`src/rtl/mdio_pkg.sv`:
```
// Shared types and frame constants for the Clause-22 MDIO management master.
package mdio_pkg;

    typedef enum logic {
        MDIO_WRITE = 1'b0,
        MDIO_READ  = 1'b1
    } mdio_op_t;

    localparam logic [1:0] MDIO_ST    = 2'b01;
    localparam logic [1:0] MDIO_OP_WR = 2'b01;
    localparam logic [1:0] MDIO_OP_RD = 2'b10;
    localparam logic [1:0] MDIO_TA_WR = 2'b10;

    localparam int unsigned MDIO_HDR_BITS  = 32;
    localparam int unsigned MDIO_BIT_CNT_W = 7;

    typedef enum logic [1:0] {
        ST_IDLE  = 2'd0,
        ST_SHIFT = 2'd1,
        ST_DONE  = 2'd2
    } mdio_state_t;

    // Non-preamble part of a frame, bit 31 goes out first.
    function automatic logic [31:0] mdio_header(input mdio_op_t op, input logic [4:0] phy,
                                                input logic [4:0] reg_a, input logic [15:0] data);
        logic [1:0] op_bits;
        logic [1:0] ta_bits;
        op_bits = (op == MDIO_READ) ? MDIO_OP_RD : MDIO_OP_WR;
        ta_bits = (op == MDIO_READ) ? 2'b11 : MDIO_TA_WR;
        return {MDIO_ST, op_bits, phy, reg_a, ta_bits, data};
    endfunction

endpackage

```
`src/rtl/mdio_clk_div.sv`:
```
// MDC half-period divider: phase is the MDC level, ticks mark the first high
// cycle (rise_tick) and the last high cycle (fall_tick) of each bit.
module mdio_clk_div #(
    parameter int unsigned CLK_DIV = 50
) (
    input  logic clock,
    input  logic reset,
    input  logic en,
    output logic phase,
    output logic rise_tick,
    output logic fall_tick
);

    localparam int unsigned CNT_W = (CLK_DIV > 1) ? $clog2(CLK_DIV) : 1;
    localparam logic [CNT_W-1:0] CNT_LAST = CNT_W'(CLK_DIV - 1);
    localparam logic [CNT_W-1:0] CNT_PRE  = CNT_W'(CLK_DIV - 2);

    logic [CNT_W-1:0] cnt;

    always_ff @(posedge clock or posedge reset) begin
        if (reset) begin
            cnt       <= '0;
            phase     <= 1'b0;
            rise_tick <= 1'b0;
            fall_tick <= 1'b0;
        end else if (!en) begin
            cnt       <= '0;
            phase     <= 1'b0;
            rise_tick <= 1'b0;
            fall_tick <= 1'b0;
        end else begin
            // Ticks are registered one cycle ahead so they line up with phase.
            rise_tick <= !phase && (cnt == CNT_LAST);
            fall_tick <= phase && (cnt == CNT_PRE);
            if (cnt == CNT_LAST) begin
                cnt   <= '0;
                phase <= ~phase;
            end else begin
                cnt <= cnt + CNT_W'(1);
            end
        end
    end

endmodule

```
`src/rtl/mdio_master.sv`:
```
// Clause-22 MDIO master: serialises one read/write request per frame onto
// MDC/MDIO and returns the read data and a no-responder flag.
module mdio_master
    import mdio_pkg::*;
#(
    parameter int unsigned CLK_DIV      = 50,
    parameter int unsigned PREAMBLE_LEN = 32
) (
    input  logic        clock,
    input  logic        reset,
    input  logic        start_port,
    input  logic        operation,
    input  logic [4:0]  phy_addr,
    input  logic [4:0]  reg_addr,
    input  logic [15:0] wr_value,
    output logic        done_port,
    output logic        busy,
    output logic [15:0] rd_value,
    output logic        rd_error,
    output logic        eth_mdc,
    output logic        mdio_o,
    output logic        mdio_oe,
    input  logic        mdio_i
);

    localparam int unsigned NB = PREAMBLE_LEN + MDIO_HDR_BITS;
    localparam int unsigned BW = MDIO_BIT_CNT_W;
    localparam logic [BW-1:0] LAST_BIT = BW'(NB - 1);
    localparam logic [BW-1:0] TA_BIT   = BW'(PREAMBLE_LEN + 14);
    localparam logic [BW-1:0] ERR_BIT  = BW'(PREAMBLE_LEN + 15);
    localparam logic [BW-1:0] DATA_BIT = BW'(PREAMBLE_LEN + 16);

    mdio_state_t   state;
    logic [31:0]   hdr;
    logic          op_rd;
    logic [BW-1:0] bit_cnt;
    logic [15:0]   cap;
    logic          err_cap;
    logic [1:0]    mdio_sync;
    logic          phase;
    logic          rise_tick;
    logic          fall_tick;
    logic [BW-1:0] nxt_bit;
    logic          nxt_oe;

    function automatic logic frame_bit(input logic [31:0] word, input logic [BW-1:0] idx);
        logic [BW-1:0] off;
        if (int'(idx) < int'(PREAMBLE_LEN)) return 1'b1;
        off = idx - BW'(PREAMBLE_LEN);
        return word[5'(BW'(31) - off)];
    endfunction

    mdio_clk_div #(.CLK_DIV(CLK_DIV)) u_clk_div (
        .clock     (clock),
        .reset     (reset),
        .en        (state == ST_SHIFT),
        .phase     (phase),
        .rise_tick (rise_tick),
        .fall_tick (fall_tick)
    );

    assign eth_mdc = phase;
    assign nxt_bit = bit_cnt + BW'(1);
    // Reads release the line from the first turnaround bit onwards.
    assign nxt_oe  = !op_rd || (nxt_bit < TA_BIT);

    always_ff @(posedge clock or posedge reset) begin
        if (reset) begin
            mdio_sync <= 2'b11;
        end else begin
            mdio_sync <= {mdio_sync[0], mdio_i};
        end
    end

    always_ff @(posedge clock or posedge reset) begin
        if (reset) begin
            state     <= ST_IDLE;
            hdr       <= '0;
            op_rd     <= 1'b0;
            bit_cnt   <= '0;
            cap       <= '0;
            err_cap   <= 1'b0;
            done_port <= 1'b0;
            busy      <= 1'b0;
            rd_value  <= '0;
            rd_error  <= 1'b0;
            mdio_o    <= 1'b1;
            mdio_oe   <= 1'b0;
        end else begin
            done_port <= 1'b0;
            case (state)
                ST_IDLE: begin
                    mdio_o  <= 1'b1;
                    mdio_oe <= 1'b0;
                    if (start_port) begin
                        hdr     <= mdio_header(mdio_op_t'(operation), phy_addr, reg_addr, wr_value);
                        op_rd   <= (mdio_op_t'(operation) == MDIO_READ);
                        bit_cnt <= '0;
                        busy    <= 1'b1;
                        mdio_o  <= frame_bit(mdio_header(mdio_op_t'(operation), phy_addr,
                                                         reg_addr, wr_value), '0);
                        mdio_oe <= 1'b1;
                        state   <= ST_SHIFT;
                    end
                end
                ST_SHIFT: begin
                    if (rise_tick && op_rd) begin
                        if (bit_cnt == ERR_BIT) err_cap <= mdio_sync[1];
                        if (bit_cnt >= DATA_BIT) cap <= {cap[14:0], mdio_sync[1]};
                    end
                    if (fall_tick) begin
                        if (bit_cnt == LAST_BIT) begin
                            state     <= ST_DONE;
                            done_port <= 1'b1;
                            mdio_o    <= 1'b1;
                            mdio_oe   <= 1'b0;
                            if (op_rd) begin
                                rd_value <= cap;
                                rd_error <= err_cap;
                            end else begin
                                rd_error <= 1'b0;
                            end
                        end else begin
                            bit_cnt <= nxt_bit;
                            mdio_oe <= nxt_oe;
                            mdio_o  <= nxt_oe ? frame_bit(hdr, nxt_bit) : 1'b1;
                        end
                    end
                end
                ST_DONE: begin
                    busy  <= 1'b0;
                    state <= ST_IDLE;
                end
                default: begin
                    busy  <= 1'b0;
                    state <= ST_IDLE;
                end
            endcase
        end
    end

endmodule
```
`config.mk`:
```
export PLATFORM = sky130hd
export DESIGN_NAME = mdio_master
export DESIGN_NICKNAME = d
export VERILOG_FILES = /design/src/rtl/mdio_pkg.sv /design/src/rtl/mdio_clk_div.sv /design/src/rtl/mdio_master.sv
export SDC_FILE = /design/constraint.sdc
export NUM_CORES = 1
export LEC_CHECK = 0
export ABC_CLOCK_PERIOD_IN_PS = 4900
export CAP_MARGIN = 20
export CORE_MARGIN = 4
export CORE_UTILIZATION = 40
export DETAILED_ROUTE_END_ITERATION = 10
export PLACE_DENSITY_LB_ADDON = 0.25
export RECOVER_POWER = 25
export SYNTH_ARGS = -nofsm -noshare
export SYNTH_HDL_FRONTEND = slang
export SYNTH_SLANG_ARGS = --single-unit
```
`constraint.sdc`:
```
create_clock -name clock -period 4.9 [get_ports clock]
set_clock_uncertainty 0.1 [all_clocks]
set_input_delay 0.735 -clock clock [delete_from_list [all_inputs] [get_ports clock]]
set_output_delay 0.735 -clock clock [all_outputs]
set_load 0.005 [all_outputs]
```
==> results of run 1 <==
## area by class of cell
type	instances	share of cell area
flip-flops and latches	87	0.4717
multi-input cells	232	0.3253
repair buffers	56	0.1218
well taps	129	0.03491
clock buffers	12	0.03356
inverters	10	0.008390
clock inverters	3	0.004330
## routing by layer
layer,GRT usage,part of all wire
met1,0.2030,0.49
met2,0.2022,0.45
met5,0,0
met3,0.02572,0.041
met4,0.06092,0.022
## cell families (layout without fill, tap and decap cells)
logic type	after synthesis	in the layout	synth area share
AND/OR/NAND/NOR	149	149	0.1658
multiplexers	43	43	0.1477
buffers and inverters	26	81	0.02775
XOR/XNOR	11	11	0.02544
AO/OA/AOI/OAI	24	24	0.04096
flip-flops	87	87	0.5758
adder cells (fa/ha/maj)	5	5	0.01652
## how the worst max path moves through the flow
stage / endpoint / start
after floorplan: bit_cnt[0]$_DFFE_PP0P_ / reset
after global placement: mdio_o$_DFFE_PP1P_ / bit_cnt[0]$_DFFE_PP0P_
after detailed placement: mdio_o$_DFFE_PP1P_ / bit_cnt[0]$_DFFE_PP0P_
after CTS: mdio_o$_DFFE_PP1P_ / bit_cnt[0]$_DFFE_PP0P_
after global routing: mdio_o$_DFFE_PP1P_ / bit_cnt[0]$_DFFE_PP0P_
final: mdio_o$_DFFE_PP1P_ / bit_cnt[0]$_DFFE_PP0P_
## where the power goes
part / internal [mW] / switching, mW / total [mW]
Clock: 0.209 / 0.241 / 0.450
Combinational: 0.0402 / 0.0354 / 0.0757
Sequential: 0.732 / 0.00884 / 0.740
## cell usage after synthesis, types with 5 or more instances
master	instances
ha_1	5
nor2_1	19
dfrtp_1	84
clkbuf_1	10
mux2_1	7
inv_1	10
mux2_2	26
nor3_1	6
nand3_1	13
xor2_1	7
nand2_1	96
o21ai_0	8
mux4_2	7
## registers in the layout (all words and copies together), names as in the netlist, 2 cells and up
signal         flops
mdio_sync          2
bit_cnt            7
hdr               29
u_clk_div.cnt      6
state              2
rd_value          16
cap               16
## worst max-delay path: cells and delay by family (launching register included)
family          cells  cell delay (ns)
xor+xnor            1             0.75
simple gates        3             0.66
mux                 1             0.60
flops               1             0.58
fa+ha+maj           1             0.38
compound gates      1             0.34
==> metrics, run 1 <==
crit path DAT 3.64 ns; syn nets about 380; Startpoint Class flop; Vias about 2500; setup ws final 1.437 ns; Reg-to-Reg Start bit_cnt[0]$_DFFE_PP0P_; largest net degree at the start of global routing 41; worst endpoint required time between 5 and 6 ns; CP max stage delay around 0.75 ns; final net count 432; total routed wirelength 7122 um; Worst-Margin Slew between 1 and 1.5 ns; Num Clock Sinks 87; post-route minimum period around 3.5 ns; post-route cell area 4623 um^2; number of port buffers 52; register area approximately 2200 um^2; Fin Setup TNS 0 ns; CP max-delay cell xnor2_1; R2R cell count 7; Post-Synthesis Cells 345; RSZ-0062 raised after global routing false; r2r endpoint mdio_o$_DFFE_PP1P_; sequential element share of the synthesized area 0.5758; number of flops mapped to enable cells by yosys 0; final std cells w/o fill around 530; Cell Pwr Density 273.8 nW/um^2; number of global-route vias before repair roughly 2600; Die Y-Extent between 100 and 150 um; Min-Delay Path Depth 0; Detailed Place HPWL slightly above 5000 um; Synth area leaders dfrtp_1 56%, nand2_1 9.5%, mux2_2 7.7%; Static Leak ~2.2 nW; P&R area growth vs syn 22.07%; max_cap viols 0; filler cell count around 880; final hold violations 0; Reg clk slew, reported paths around 0.090 ns; Die ar. 11090 um^2; crit-path cells ha_1 > xnor2_1 > mux4_2 > nor2_1 > nor3_1 > or4_1 > o32a_1; Core ar. a little over 9000 um^2; crit-path max FO 13; worst vdd ir approximately 180 uV; # rows 35; Vias per Instance approximately 4.8; predominant post-synthesis flop cell dfrtp_1; WHS around 0.27 ns; RePlAce Congestion 0.8256; post-cts sizing count 0; root buffer cell clkbuf_8; synth unique cells 39; Placed Cells between 500 and 600; Die X-Extent around 110 um; Crit Path Category flop to flop; R2R Setup Slk between 1 and 1.5 ns; Slew HR 0.2627; TritonRoute pass-1 iters 5; synthesis-stage register bit count 87; drt drc 0; # IOs 53; Syn Std Cell Area around 3800 um^2; top cell type's share of synthesized area 0.5550; antenna violations before repair 0; Worst-Skew Late Latency 0.35 ns; Finished Core Util 0.5003; most frequent cells in the layout 96 x nand2_1, 84 x dfrtp_1, 49 x clkdlybuf4s50_1; H-Tree Depth 3; CTS tree built; WHS Endpoint mdio_sync[1]$_DFF_PP1_; Total Power between 1 and 1.5 mW; Hold WC Path Type flop to flop; Fmax a little under 300 MHz; # setup viols final 0; Mean Syn Cell Area 10.98 um^2; clk buf depth 2; CTS Buf Count 9; min-delay src mdio_sync[0]$_DFF_PP1_; pre-CTS WS about 1.4 ns; Synth area leader dfrtp_1; # diodes 0; Post-Place Cell Area around 4400 um^2; first-pass GRT wire length ~13000 um; ys async rst share 1.000; share of post-route cells with drive strength above 1 0.1425; run status finished clean; Total GRT Usage 0.1392; Initial DRC Count around 130; Post-CTS Setup Bufs 0; Initial Util 0.4099; max-slew violation count 0; commonest non-fill, non-tap cell in the layout nand2_1; routed len/inst between 10 and 15 um; Ys Warns 0; gr ovfl total 0; multi-input combinational cell area 1504 um^2; Crit. End Element flop; cts hold-fix bufs 0; post-route clock period utilization 0.7067; DRT antenna net count 0
Power figures use the tool's default switching activity.
==> run 2: changes to the inputs <==
--- a/config.mk
+++ b/config.mk
@@ -5,7 +5,7 @@
 export SDC_FILE = /design/constraint.sdc
 export NUM_CORES = 1
 export LEC_CHECK = 0
-export ABC_CLOCK_PERIOD_IN_PS = 4900
+export ABC_CLOCK_PERIOD_IN_PS = 2800
 export CAP_MARGIN = 20
 export CORE_MARGIN = 4
 export CORE_UTILIZATION = 40
==> constraint.sdc (replaced) <==
create_clock -name clock -period 2.8 [get_ports clock]
set_clock_uncertainty 0.1 [all_clocks]
set_input_delay 0.42 -clock clock [delete_from_list [all_inputs] [get_ports clock]]
set_output_delay 0.42 -clock clock [all_outputs]
set_load 0.005 [all_outputs]
==> run 2 against run 1 <==
Against the previous run: via count grew 0.63%; final cell count up 1.7%; critical path type unchanged; clock power grew 86%.
==> metrics, run 2 (synthesized netlist as in run 1, its figures left out) <==
run status finished clean; drt drc 0; Detailed Place HPWL 5173 um; max-slew violation count 0; Startpoint Class flop; cts hold-fix bufs 0; Crit Path Category flop to flop; R2R cell count 7; max_cap viols 0; RSZ-0062 raised after global routing false; worst endpoint required time roughly 3 ns; Post-CTS Setup Bufs 0; register with the most flip-flops hdr; clk buf depth 2; root buffer cell clkbuf_8; final net count 440; Fmax between 300 and 400 MHz; biggest regs hdr: 29 flops, cap: 16 flops, rd_value: 16 flops; Die Y-Extent 105.3 um; Initial Util 0.4099; number of port buffers 52; WP depth 7; first-pass GRT wire length roughly 12000 um; RePlAce Congestion slightly above 0.8; Initial DRC Count 111; gr ovfl total 0; Vias 2564; worst vdd ir roughly 330 uV; # rows 35; post-cts sizing count 0; Die ar. about 11000 um^2; share of post-route cells with drive strength above 1 0.1638; most frequent cells in the layout 96 x nand2_1, 84 x dfrtp_1, 50 x clkdlybuf4s50_1; Fin Setup TNS 0 ns; CTS Buf Count 9; Static Leak around 2.3 nW; delay-heaviest family, CP simple AND/OR/NAND/NOR gates; Die X-Extent ~110 um; Critical path buffers and inverters 0; CP max-delay cell mux4_2; # diodes 0; Worst-Skew Late Latency between 0.3 and 0.4 ns; P&R area growth vs syn 24.08%; crit-path max FO 5; crit-path cells ha_1 > xnor2_2 > mux4_2 > nor2_1 > nor3_1 > or4_1 > o32a_1; largest net degree at the start of global routing 44; post-route clock period utilization 0.9295; Largest register FFs 29; # IOs 53; Core ar. slightly above 9000 um^2; final hold violations 0; post-route minimum period approximately 2.6 ns; Min-Delay Path Depth 0; routed len/inst between 10 and 15 um; Reg clk slew, reported paths 0.10 ns; number of global-route vias before repair approximately 2600; CP max stage delay 0.53 ns; Total GRT Usage 0.1391; # setup viols final 0; Crit. End Element flop; commonest non-fill, non-tap cell in the layout nand2_1; Hold WC Path Type flop to flop; Total Power approximately 2.3 mW; total routed wirelength just over 7000 um; Cell Pwr Density approximately 480 nW/um^2; crit path DAT around 2.8 ns; Vias per Instance 4.766; DRT antenna net count 0; TritonRoute pass-1 iters 4; Worst-Margin Slew 1.415 ns; H-Tree Depth 3; antenna violations before repair 0; CTS tree built; Num Clock Sinks 87; Slew HR 0.05136
run 2: changes by cell type in the layout (fill, tap and decap cells not counted), moves of 2 or more:
cell	change
clkbuf_8	-2
inv_8	+2
inv_6	+2
buf_4	+7
run 2: path summary, 6_finish.rpt:
path / endpoint / startpoint / slack [ns]
max in group asynchronous: hdr[15]$_DFFE_PP0P_ / reset / 0.58
setup reg to reg: mdio_o$_DFFE_PP1P_ / bit_cnt[1]$_DFFE_PP0P_ / 0.20
hold reg to reg: mdio_sync[1]$_DFF_PP1_ / mdio_sync[0]$_DFF_PP1_ / 0.28
setup / recovery: mdio_o$_DFFE_PP1P_ / bit_cnt[1]$_DFFE_PP0P_ / 0.20
hold / removal: mdio_sync[1]$_DFF_PP1_ / mdio_sync[0]$_DFF_PP1_ / 0.28
min in group asynchronous: hdr[3]$_DFFE_PP0P_ / reset / 0.72
run 2: per-stage QoR:
step	worst slack (ns)	area, um^2	hold WS (ns)	std cells	utilization
2_1_floorplan	0.03476	3796	0.2452	345	-
3_3_place_gp	0.2780	4516	0.2473	522	0.4887
3_5_place_dp	0.2076	4516	0.2510	522	0.4887
4_1_cts	0.1866	4703	0.2765	538	0.5090
5_1_grt	0.07094	4700	0.2846	538	0.5086
6_report	0.1975	4700	0.2762	538	0.5086
run 2: metal layers:
metal | up-vias | wire length (um) | track usage
li1 | 1273 | - | -
met1 | 1241 | 3483 | 0.1954
met2 | 40 | 3340 | 0.2108
met3 | 10 | 253 | 0.02878
met4 | 0 | 118 | 0.05623
met5 | - | 0 | 0
run 2: area by class of cell:
| class | instances | area (um^2) |
|---|---|---|
| flip-flops and latches | 87 | 2181 |
| well taps | 129 | 161.4 |
| clock buffers | 9 | 123.9 |
| inverters | 10 | 38.79 |
| multi-input cells | 232 | 1511 |
| fillers | 870 | 4541 |
| repair buffers | 64 | 619.3 |
| clock inverters | 7 | 63.81 |
run 2: power by group:
group	switching (mW)	leakage [nW]	internal [mW]	total, mW
registers	0.0151	1.12	1.28	1.30
clock network	0.496	0.0903	0.342	0.839
logic	0.0626	1.08	0.0740	0.137
run 2: worst register-to-register path: cells and delay by family, from the launching register on:
family,cells,cell delay [ns]
AND/OR/NAND/NOR,3,0.65
multiplexers,1,0.53
flip-flops,1,0.43
AO/OA/AOI/OAI,1,0.34
adder cells (fa/ha/maj),1,0.24
XOR/XNOR,1,0.23
==> run 3: changes to the inputs <==
--- a/config.mk
+++ b/config.mk
@@ -7,7 +7,6 @@
 export LEC_CHECK = 0
 export ABC_CLOCK_PERIOD_IN_PS = 2800
 export CAP_MARGIN = 20
-export CORE_MARGIN = 4
 export CORE_UTILIZATION = 40
 export DETAILED_ROUTE_END_ITERATION = 10
 export PLACE_DENSITY_LB_ADDON = 0.25
==> run 3 against run 2 <==
Against the previous run: setup slack gained 0.032 ns; combinational power is essentially flat; hold slack lost 0.019 ns; final area shrank 0.37%; final cell count shrank 3.2%; register-to-register slack gained 0.03 ns; non-clock buffer count grew 1; wire length shrank 2.3%; fmax grew 1.2%; total power grew 1.2%; via count grew 0.51%; sequential power is essentially flat.
==> metrics, run 3 (synthesized netlist as in run 1, its figures left out) <==
Total GRT Usage 0.1567; number of global-route vias before repair between 2000 and 3000; most frequent cells in the layout 96 x nand2_1, 84 x dfrtp_1, 49 x clkdlybuf4s50_1; share of post-route cells with drive strength above 1 0.1659; gr ovfl total 0; crit path DAT ~2.8 ns; Finished Core Util 0.5091; Post-Place Cell Area ~4500 um^2; clock share of power 0.378; share of power burned in registers 0.563; TritonRoute pass-1 iters 4; Crit Path Category flop to flop; DRT antenna net count 0; Die Y-Extent 99.31 um; CTS tree built; P&R area growth vs syn 23.62%; Vias per Instance between 4 and 5; CTS Buf Count 9; routed len/inst about 13 um; RSZ-0062 raised after global routing false; P_int around 1.8 mW; Slew HR 0.1471; Detailed Place HPWL between 5000 and 6000 um; Post-CTS Setup Bufs 0; Core ar. around 9000 um^2; post-cts sizing count 0; cts hold-fix bufs 0; Num Clock Sinks 87; Largest register FFs 29; Die ar. slightly below 10000 um^2; drt drc 0; Placed Cells 505; Initial Util 0.4118; largest net degree at the start of global routing 34; clk buf depth 2; Crit. Startpoint bit_cnt[0]$_DFFE_PP0P_; number of port buffers between 50 and 60; worst vdd ir 306.5 uV; Crit. End Element flop; RePlAce Congestion between 0.8 and 0.9; crit-path max FO 4; Initial DRC Count between 100 and 150; Worst-Margin Slew 1.272 ns; # setup viols final 0; H-Tree Depth 3; final hold violations 0; Die X-Extent ~99 um; sw power about 530 uW; total routed wirelength between 7000 and 8000 um; post-route clock period utilization 0.9182; worst endpoint required time 2.98 ns; Cell Pwr Density approximately 490 nW/um^2; post-route cell area between 4000 and 5000 um^2; biggest regs hdr: 29 flops, cap: 16 flops, rd_value: 16 flops; Vias ~2600; max_cap viols 0; first-pass GRT wire length 12080 um; root buffer cell clkbuf_8; post-route minimum period about 2.6 ns; Reg clk slew, reported paths around 0.09 ns; max-slew violation count 0; # diodes 0; sw frac 0.2293; register with the most flip-flops hdr; Fmax ~390 MHz; final std cells w/o fill about 520; run status finished clean; commonest non-fill, non-tap cell in the layout nand2_1; antenna violations before repair 0; Static Leak around 2.3 nW; min-delay src mdio_sync[0]$_DFF_PP1_; Startpoint Class flop; Hold WC Path Type flop to flop; combinational power share 0.058; # IOs 53; # rows 35; Fin Setup TNS 0 ns; Worst-Skew Late Latency between 0.3 and 0.4 ns; Reg-to-Reg Start bit_cnt[0]$_DFFE_PP0P_; final net count about 440
-- run 3: cell types whose count changed in the layout (fill, tap and decap cells not counted), sizes merged --
| cell | change |
|---|---|
| clkdlybuf4s50 | -1 |
| clkinvlp | -1 |
| buf | +1 |
| dlygate4sd3 | +1 |
| inv | -2 |
| bufinv | +1 |
| clkinv | +1 |
| clkbuf | +1 |
-- run 3: worst paths after layout --
check | end | cells past startpoint | slack [ns]
min | mdio_sync[1]$_DFF_PP1_ | 0 | 0.26
min in group asynchronous | cap[15]$_DFFE_PP0P_ | 2 | 0.68
min reg2reg | mdio_sync[1]$_DFF_PP1_ | 0 | 0.26
max in group asynchronous | bit_cnt[4]$_DFFE_PP0P_ | 3 | 0.62
max reg2reg | mdio_o$_DFFE_PP1P_ | 7 | 0.23
max | mdio_o$_DFFE_PP1P_ | 7 | 0.23
-- run 3: worst max-delay path: stages (launching register included) --
cell     delay, ns
dfrtp_1       0.42
ha_1          0.25
xnor2_2       0.24
mux4_2        0.53
nor2_1        0.10
nor3_1        0.05
or4_1         0.49
o32a_1        0.34
-- run 3: per-layer routing --
metal	GRT usage	vias up	wire (um)
met3	0.02881	11	207
li1	-	1273	-
met1	0.2166	1257	3410
met5	0	-	0
met2	0.2393	36	3266
met4	0.07579	0	144
-- run 3: power groups by stage --
stage / clock network (mW) / logic [mW] / registers [mW]
2_1_floorplan: 0 / 0.0750 / 1.31
3_3_place_gp: 0 / 0.139 / 1.32
3_5_place_dp: 0 / 0.141 / 1.32
4_1_cts: 0.897 / 0.141 / 1.29
5_1_grt: 0.948 / 0.153 / 1.30
6_report: 0.870 / 0.134 / 1.29
-- run 3: layout make-up --
cell class                      count  area (um^2)
Timing Repair Buffer               65        615.6
Fill cell                         859         4514
Tap cell                          111        138.9
Inverter                           10        38.79
Multi-Input combinational cell    232         1511
Clock buffer                       10        127.6
Sequential cell                    87         2181
Clock inverter                      6        68.82
-- run 3: metrics by stage --
stage / power (mW) / hold WS (ns) / setup slack (ns)
2_1_floorplan: 1.388 / 0.2452 / 0.03476
3_3_place_gp: 1.458 / 0.2464 / 0.2661
3_5_place_dp: 1.461 / 0.2468 / 0.2326
4_1_cts: 2.333 / 0.2525 / 0.2132
5_1_grt: 2.399 / 0.2573 / 0.1209
6_report: 2.299 / 0.2570 / 0.2290
